## src/rtl/pipe_ctrl_pkg.sv

```systemverilog
// ============================================================================
// pipe_ctrl_pkg : shared stall-vector layout, stall patterns, FSM encodings
// Revision      : 1.0
// ============================================================================
`default_nettype none
`timescale 1ns/1ps

package pipe_ctrl_pkg;

  localparam int REG_ADDR_W = 5;
  typedef logic [REG_ADDR_W-1:0] reg_addr_t;

  localparam int STALL_W   = 6;
  localparam int STALL_PC  = 0;
  localparam int STALL_IF  = 1;
  localparam int STALL_ID  = 2;
  localparam int STALL_EX  = 3;
  localparam int STALL_MEM = 4;
  localparam int STALL_WB  = 5;

  localparam logic [STALL_W-1:0] STALL_NONE     = 6'b000000;
  localparam logic [STALL_W-1:0] STALL_LOAD_USE = 6'b000111;
  localparam logic [STALL_W-1:0] STALL_EX_MC    = 6'b001111;

  typedef enum logic [1:0] {
    ST_IDLE = 2'd0,
    ST_BUSY = 2'd1,
    ST_DONE = 2'd2
  } state_e;

endpackage

`default_nettype wire

```

## src/rtl/pipe_ctrl_if.sv

```systemverilog
// ============================================================================
// pipe_ctrl_if : hazard inputs, iterative-unit handshake and hold outputs
// Revision     : 1.0
// ============================================================================
`default_nettype none
`timescale 1ns/1ps

interface pipe_ctrl_if #(
  parameter int CNT_W = 16
);
  import pipe_ctrl_pkg::*;

  logic                id_reg1_read_i;
  logic                id_reg2_read_i;
  reg_addr_t           id_reg1_addr_i;
  reg_addr_t           id_reg2_addr_i;
  logic                ex_is_load_i;
  reg_addr_t           ex_wd_i;
  logic                ex_mc_req_i;
  logic                mc_ready_i;
  logic                flush_i;

  logic [STALL_W-1:0]  stall_o;
  logic                mc_start_o;
  logic                mc_cancel_o;
  logic                mc_ack_o;
  logic                flush_o;
  logic [CNT_W-1:0]    stall_cnt_o;
  logic                mc_timeout_o;

  modport slave (
    input  id_reg1_read_i, id_reg2_read_i, id_reg1_addr_i, id_reg2_addr_i,
    input  ex_is_load_i, ex_wd_i, ex_mc_req_i, mc_ready_i, flush_i,
    output stall_o, mc_start_o, mc_cancel_o, mc_ack_o, flush_o,
    output stall_cnt_o, mc_timeout_o
  );

  modport master (
    output id_reg1_read_i, id_reg2_read_i, id_reg1_addr_i, id_reg2_addr_i,
    output ex_is_load_i, ex_wd_i, ex_mc_req_i, mc_ready_i, flush_i,
    input  stall_o, mc_start_o, mc_cancel_o, mc_ack_o, flush_o,
    input  stall_cnt_o, mc_timeout_o
  );

endinterface

`default_nettype wire

```

## src/rtl/pipe_ctrl.sv

```systemverilog
// ============================================================================
// pipe_ctrl : load-use stall, multi-cycle op sequencing, flush and stall count
//             Optional watchdog abort enabled by PIPE_CTRL_TIMEOUT_EN.
// Revision  : 1.0
// ============================================================================
`default_nettype none
`timescale 1ns/1ps

module pipe_ctrl
  import pipe_ctrl_pkg::*;
#(
  parameter int MC_TIMEOUT = 64,
  parameter int CNT_W      = 16
) (
  input  wire logic  clk,
  input  wire logic  rst,
  pipe_ctrl_if.slave bus
);

  state_e             state_q, state_d;
  logic [STALL_W-1:0] stall;
  logic               mc_start, mc_cancel, mc_ack;
  logic               lu;
  logic               to_hit;
  logic               flush_q;
  logic [CNT_W-1:0]   cnt_q, cnt_d;

  if (MC_TIMEOUT < 1 || CNT_W < 1) begin : g_param_chk
    $error("pipe_ctrl: MC_TIMEOUT and CNT_W must be positive");
  end

  // r0 is hard-wired zero, so a load targeting it never creates a hazard
  assign lu = bus.ex_is_load_i && (bus.ex_wd_i != '0) &&
              ((bus.id_reg1_read_i && (bus.id_reg1_addr_i == bus.ex_wd_i)) ||
               (bus.id_reg2_read_i && (bus.id_reg2_addr_i == bus.ex_wd_i)));

  always_ff @(posedge clk) begin
    if (rst) begin
      state_q <= ST_IDLE;
      flush_q <= 1'b0;
      cnt_q   <= '0;
    end else begin
      state_q <= state_d;
      flush_q <= bus.flush_i;
      cnt_q   <= cnt_d;
    end
  end

  always_comb begin
    state_d   = state_q;
    stall     = STALL_NONE;
    mc_start  = 1'b0;
    mc_cancel = 1'b0;
    mc_ack    = 1'b0;
    case (state_q)
      ST_IDLE: begin
        if (bus.ex_mc_req_i) begin
          state_d  = ST_BUSY;
          mc_start = 1'b1;
          stall    = STALL_EX_MC;
        end else if (lu) begin
          stall = STALL_LOAD_USE;
        end
      end
      ST_BUSY: begin
        stall = STALL_EX_MC;
        if (bus.mc_ready_i) begin
          state_d = ST_DONE;
        end else if (to_hit) begin
          state_d   = ST_IDLE;
          mc_cancel = 1'b1;
        end
      end
      ST_DONE: begin
        mc_ack  = 1'b1;
        state_d = ST_IDLE;
        if (lu) stall = STALL_LOAD_USE;
      end
      default: state_d = ST_IDLE;
    endcase
    // Flush discards whatever EX holds, including an op about to start
    if (bus.flush_i) begin
      state_d   = ST_IDLE;
      stall     = STALL_NONE;
      mc_start  = 1'b0;
      mc_ack    = 1'b0;
      mc_cancel = (state_q == ST_BUSY) || ((state_q == ST_IDLE) && bus.ex_mc_req_i);
    end
  end

  always_comb begin
    cnt_d = cnt_q;
    if ((stall != STALL_NONE) && (cnt_q != '1)) cnt_d = cnt_q + 1'b1;
  end

`ifdef PIPE_CTRL_TIMEOUT_EN
  localparam int TO_W = (MC_TIMEOUT > 1) ? $clog2(MC_TIMEOUT) : 1;

  logic [TO_W-1:0] to_cnt_q;
  logic            to_flag_q;

  // to_cnt_q holds the number of BUSY cycles already elapsed
  assign to_hit = (state_q == ST_BUSY) && (to_cnt_q == TO_W'(MC_TIMEOUT - 1));

  always_ff @(posedge clk) begin
    if (rst) begin
      to_cnt_q  <= '0;
      to_flag_q <= 1'b0;
    end else begin
      to_cnt_q <= ((state_q == ST_BUSY) && !to_hit) ? to_cnt_q + 1'b1 : '0;
      if (to_hit && !bus.mc_ready_i && !bus.flush_i) to_flag_q <= 1'b1;
    end
  end

  assign bus.mc_timeout_o = to_flag_q;
`else
  assign to_hit           = 1'b0;
  assign bus.mc_timeout_o = 1'b0;
`endif

  assign bus.stall_o     = stall;
  assign bus.mc_start_o  = mc_start;
  assign bus.mc_cancel_o = mc_cancel;
  assign bus.mc_ack_o    = mc_ack;
  assign bus.flush_o     = flush_q;
  assign bus.stall_cnt_o = cnt_q;

endmodule

`default_nettype wire

```

## src/flat_wrapper.sv

```systemverilog
// flat-port wrapper written by rule: the top's interface ports become plain ports
module pipe_ctrl_flat import pipe_ctrl_pkg::*;
#(
  parameter int MC_TIMEOUT = 64,
  parameter int CNT_W      = 16
)
  (clk, rst, bus_id_reg1_read_i, bus_id_reg2_read_i, bus_id_reg1_addr_i, bus_id_reg2_addr_i, bus_ex_is_load_i, bus_ex_wd_i, bus_ex_mc_req_i, bus_mc_ready_i, bus_flush_i, bus_stall_o, bus_mc_start_o, bus_mc_cancel_o, bus_mc_ack_o, bus_flush_o, bus_stall_cnt_o, bus_mc_timeout_o);
  pipe_ctrl_if #(.CNT_W(CNT_W)) bus_i ();
  input  wire logic clk;
  input  wire logic rst;
  input wire logic [$bits(bus_i.id_reg1_read_i)-1:0] bus_id_reg1_read_i;
  input wire logic [$bits(bus_i.id_reg2_read_i)-1:0] bus_id_reg2_read_i;
  input wire logic [$bits(bus_i.id_reg1_addr_i)-1:0] bus_id_reg1_addr_i;
  input wire logic [$bits(bus_i.id_reg2_addr_i)-1:0] bus_id_reg2_addr_i;
  input wire logic [$bits(bus_i.ex_is_load_i)-1:0] bus_ex_is_load_i;
  input wire logic [$bits(bus_i.ex_wd_i)-1:0] bus_ex_wd_i;
  input wire logic [$bits(bus_i.ex_mc_req_i)-1:0] bus_ex_mc_req_i;
  input wire logic [$bits(bus_i.mc_ready_i)-1:0] bus_mc_ready_i;
  input wire logic [$bits(bus_i.flush_i)-1:0] bus_flush_i;
  output wire logic [$bits(bus_i.stall_o)-1:0] bus_stall_o;
  output wire logic [$bits(bus_i.mc_start_o)-1:0] bus_mc_start_o;
  output wire logic [$bits(bus_i.mc_cancel_o)-1:0] bus_mc_cancel_o;
  output wire logic [$bits(bus_i.mc_ack_o)-1:0] bus_mc_ack_o;
  output wire logic [$bits(bus_i.flush_o)-1:0] bus_flush_o;
  output wire logic [$bits(bus_i.stall_cnt_o)-1:0] bus_stall_cnt_o;
  output wire logic [$bits(bus_i.mc_timeout_o)-1:0] bus_mc_timeout_o;
  assign bus_i.id_reg1_read_i = bus_id_reg1_read_i;
  assign bus_i.id_reg2_read_i = bus_id_reg2_read_i;
  assign bus_i.id_reg1_addr_i = bus_id_reg1_addr_i;
  assign bus_i.id_reg2_addr_i = bus_id_reg2_addr_i;
  assign bus_i.ex_is_load_i = bus_ex_is_load_i;
  assign bus_i.ex_wd_i = bus_ex_wd_i;
  assign bus_i.ex_mc_req_i = bus_ex_mc_req_i;
  assign bus_i.mc_ready_i = bus_mc_ready_i;
  assign bus_i.flush_i = bus_flush_i;
  assign bus_stall_o = bus_i.stall_o;
  assign bus_mc_start_o = bus_i.mc_start_o;
  assign bus_mc_cancel_o = bus_i.mc_cancel_o;
  assign bus_mc_ack_o = bus_i.mc_ack_o;
  assign bus_flush_o = bus_i.flush_o;
  assign bus_stall_cnt_o = bus_i.stall_cnt_o;
  assign bus_mc_timeout_o = bus_i.mc_timeout_o;
  pipe_ctrl #(.MC_TIMEOUT(MC_TIMEOUT), .CNT_W(CNT_W)) u_core (.clk(clk), .rst(rst), .bus(bus_i));
endmodule
```

## config.mk

```make
export PLATFORM = sky130hd
export DESIGN_NAME = pipe_ctrl_flat
export DESIGN_NICKNAME = d
export VERILOG_FILES = /design/src/rtl/pipe_ctrl_pkg.sv /design/src/rtl/pipe_ctrl_if.sv /design/src/rtl/pipe_ctrl.sv /design/src/flat_wrapper.sv
export SDC_FILE = /design/constraint.sdc
export NUM_CORES = 1
export LEC_CHECK = 0
export ABC_AREA = 1
export CAP_MARGIN = 20
export CORE_MARGIN = 2
export CORE_UTILIZATION = 48
export CTS_CLUSTER_DIAMETER = 150
export DETAILED_ROUTE_END_ITERATION = 12
export GPL_TIMING_DRIVEN = 0
export PLACE_DENSITY = 0.83
export SLEW_MARGIN = 5
export SYNTH_ARGS = -nofsm -noshare
export SYNTH_HDL_FRONTEND = slang
export SYNTH_SLANG_ARGS = --single-unit
```

## constraint.sdc

```tcl
create_clock -name clk -period 2.5 [get_ports clk]
set_input_delay 0.5 -clock clk [delete_from_list [all_inputs] [get_ports clk]]
set_output_delay 0.5 -clock clk [all_outputs]
set_load 0.01 [all_outputs]
```

==> results of run 1 <==
==> cell type report <==
type                       instances  share of cell area
buffer                             9              0.0316
timing repair buffer              50               0.255
inverter                          29              0.0561
clock buffer                       4              0.0135
tap                               31              0.0200
multi-input combinational        166               0.427
sequential                        19               0.196
==> timing repair <==
| item | in CTS | in global routing |
|---|---|---|
| endpoints found under the setup margin | 3 | 3 |
| setup buffers | 4 | 0 |
| pin swaps | 1 | 5 |
| hold buffers | 0 | 0 |
| cloned | 1 | 0 |
| gates resized for setup | 9 | 10 |
==> per-stage QoR <==
stage               instance area (um^2)   util  setup TNS (ns)  setup WS (ns)  instances
floorplan                           1390      -               0          0.581        225
global placement                    1880  0.686           -1.77         -0.619        301
detailed placement                  1880  0.686           -1.84         -0.653        301
CTS                                 1930  0.706               0         0.0113        309
global route                        1940  0.709               0         0.0152        308
finish                              1940  0.709               0          0.125        308
==> power groups by stage <==
stage | sequential (mW) | clock [mW] | combinational, mW
floorplan | 0.318 | 0 | 0.0697
global placement | 0.318 | 0 | 0.140
detailed placement | 0.318 | 0 | 0.141
CTS | 0.311 | 0.164 | 0.148
global route | 0.312 | 0.179 | 0.159
finish | 0.311 | 0.156 | 0.144
==> cell families after synthesis <==
kind of cell             after synthesis
XOR/XNOR                              10
flip-flops                            19
other                                  1
buffers and inverters                 40
AO/OA/AOI/OAI                         18
AND/OR/NAND/NOR                      134
adder cells (fa/ha/maj)                1
==> layout by cell type (no fill, tap or decap), types with 6 or more instances in the layout <==
cell type | netlist | final
nand2_1 | 67 | 66
clkdlybuf4s50_1 | 0 | 33
nand3_1 | 24 | 24
inv_1 | 23 | 23
nor2_1 | 23 | 23
dfxtp_1 | 19 | 19
a21oi_1 | 17 | 17
buf_4 | 7 | 9
nand4_1 | 7 | 7
dlymetal6s2s_1 | 0 | 7
inv_2 | 6 | 6
xor2_1 | 6 | 6
==> per-layer routing <==
metal | routed length [um] | vias to the layer above | GRT usage
met2 | 1570 | 61 | 0.352
met3 | 284 | 13 | 0.0454
met4 | 74 | 0 | 0.0897
met1 | 1550 | 664 | 0.304
li1 | - | 813 | -
met5 | 0 | - | 0
==> sequential cells by signal, indices dropped and copies added, names as in the netlist <==
register,cells
u_core.bus.stall_cnt_o,16
u_core.bus.flush_o,1
u_core.state_q,2
==> worst paths after layout <==
kind              cells past startpoint                                       to  slack (ns)                               startpoint
setup reg to reg                     10  u_core.bus.stall_cnt_o[11]$_SDFFE_PP0P_        0.46   u_core.bus.stall_cnt_o[0]$_SDFFE_PP0P_
setup / recovery                      6                           bus_stall_o[3]        0.12                          bus_ex_mc_req_i
hold reg to reg                       2  u_core.bus.stall_cnt_o[15]$_SDFFE_PP0P_        0.51  u_core.bus.stall_cnt_o[15]$_SDFFE_PP0P_
hold / removal                        2           u_core.state_q[1]$_SDFFE_PP0P_        0.49                              bus_flush_i
==> qor.txt, run 1 <==
status -> complete, no violations
fmax -> 0.421 GHz
area of the multi-input gates -> 828 um^2
crit-path leading delay family -> buffers and inverters
fin crit period -> 2.38 ns
CTS tree -> built
syn_area_per_cell -> 6.18 um^2
ANT nets after route -> 0
n_diodes -> 0
global-route wire length before repair -> 5890 um
worst vdd ir -> 0.319 mV
critical path buffer and inverter count -> 3
final hold violations -> 0
leading area contributor after synthesis -> dfxtp_1
Synth top area share -> 0.276
Int Pwr -> 0.444 mW
top-count cell post-synth -> nand2_1
worst-path cell chain -> clkdlybuf4s50_1 -> nand3_1 -> nand2_1 -> nand2_1 -> inv_1 -> clkdlybuf4s50_1
critical path's largest stage delay -> 0.52 ns
adder-cell share of the synthesized area -> 0.00907
Initial Util -> 0.504
maximum buffer depth of the clock tree -> 2
detailed router's first-iteration violation count -> 45
Filler Cell Count -> 233
# rows -> 19
Async SR Flop Fraction -> 0
Main synth FF type -> dfxtp_1
critical path launch point type -> input port
Pins Over Slew Limit -> 0
CP max FO -> 4
detailed-route vias per instance -> 5.04
DP HPWL -> 2570 um
clock share of power -> 0.256
final WL -> 3490 um
drt pass-1 iters -> 4
Worst Setup End Kind -> output pin
Seq/Total Area, Yosys -> 0.276
post-synthesis cell type count -> 26
grt total ovfl -> 0
Post-route DRC -> 0
crit path DAT -> 1.88 ns
Crit Path Class -> in -> out
WHS -> 0.490 ns
Power Dens Cells -> 315 nW/um^2
ranking of synthesized cells by area -> dfxtp_1 28%, nand2_1 18%, nand3_1 8.7%
H-tree lvl count -> 1
Post-synth EDFFs -> 0
FF+latch area -> 380 um^2
#FFs+latches synth -> 19
Tot Pwr -> 0.611 mW
root buf cell -> clkbuf_4
list of most frequent post-synthesis cells -> 67 x nand2_1, 24 x nand3_1, 23 x inv_1, 23 x nor2_1, 19 x dfxtp_1
TritonCTS Buffers -> 3
vias in the first global route -> 1341
full die area -> 3320 um^2
net switching power -> 0.168 mW
Via Count -> 1551
Die W -> 57.6 um
simple-gate share of the synthesized area -> 0.447
antenna violations before repair -> 0
All-Layer GR Usage -> 0.225
Seq pwr share -> 0.508
I/O Buffers -> 45
largest net degree at the start of global routing -> 11
Ports -> 50
Nets -> 302
Switching Share -> 0.274
RSZ-0062 raised after global routing -> false
Area Growth Syn to Fin -> 40.7%
post-route clock period utilization -> 0.950
clock slew at reported path FFs -> 0.10 ns
Comb pwr share -> 0.236
Fin Clk Skew -> 0.00326 ns
post-synthesis instance area -> 1380 um^2
Setup violations, final -> 0
Placeable Area -> 2730 um^2
global placer's final weighted congestion -> 0.908
share of layout cells above drive strength 1 -> 0.112
Leak -> 0.919 nW
Synth Area in Compound Gates -> 0.0672
main combinational cell family by area after synthesis -> simple AND/OR/NAND/NOR gates
Post-Syn Instances -> 223
worst skew pair latency -> 0.30 ns
CP max-delay cell -> clkdlybuf4s50_1
WL/cell -> 11.3 um
class of the worst hold path -> in -> reg
post-synthesis xor/xnor area fraction -> 0.0635
critical path required time -> 2.00 ns
max-cap violations -> 0
synth warn -> 0
clock sink count -> 19
DIE HEIGHT -> 57.6 um
mux share of post-synthesis cell area -> 0
Power figures use the tool's default switching activity.
==> run 2, diff against run 1 <==
--- a/config.mk
+++ b/config.mk
@@ -13,7 +13,7 @@
 export DETAILED_ROUTE_END_ITERATION = 12
 export GPL_TIMING_DRIVEN = 0
 export PLACE_DENSITY = 0.83
-export SLEW_MARGIN = 5
+export SLEW_MARGIN = 25
 export SYNTH_ARGS = -nofsm -noshare
 export SYNTH_HDL_FRONTEND = slang
 export SYNTH_SLANG_ARGS = --single-unit
==> results of run 2 <==
The final DEF is identical to that of run 1; final timing and power are the same.
==> run 3, diff against run 2 <==
--- a/config.mk
+++ b/config.mk
@@ -10,6 +10,7 @@
 export CORE_MARGIN = 2
 export CORE_UTILIZATION = 48
 export CTS_CLUSTER_DIAMETER = 150
+export CTS_CLUSTER_SIZE = 30
 export DETAILED_ROUTE_END_ITERATION = 12
 export GPL_TIMING_DRIVEN = 0
 export PLACE_DENSITY = 0.83
==> results of run 3 <==
The final DEF is identical to that of run 1; final timing and power are the same.
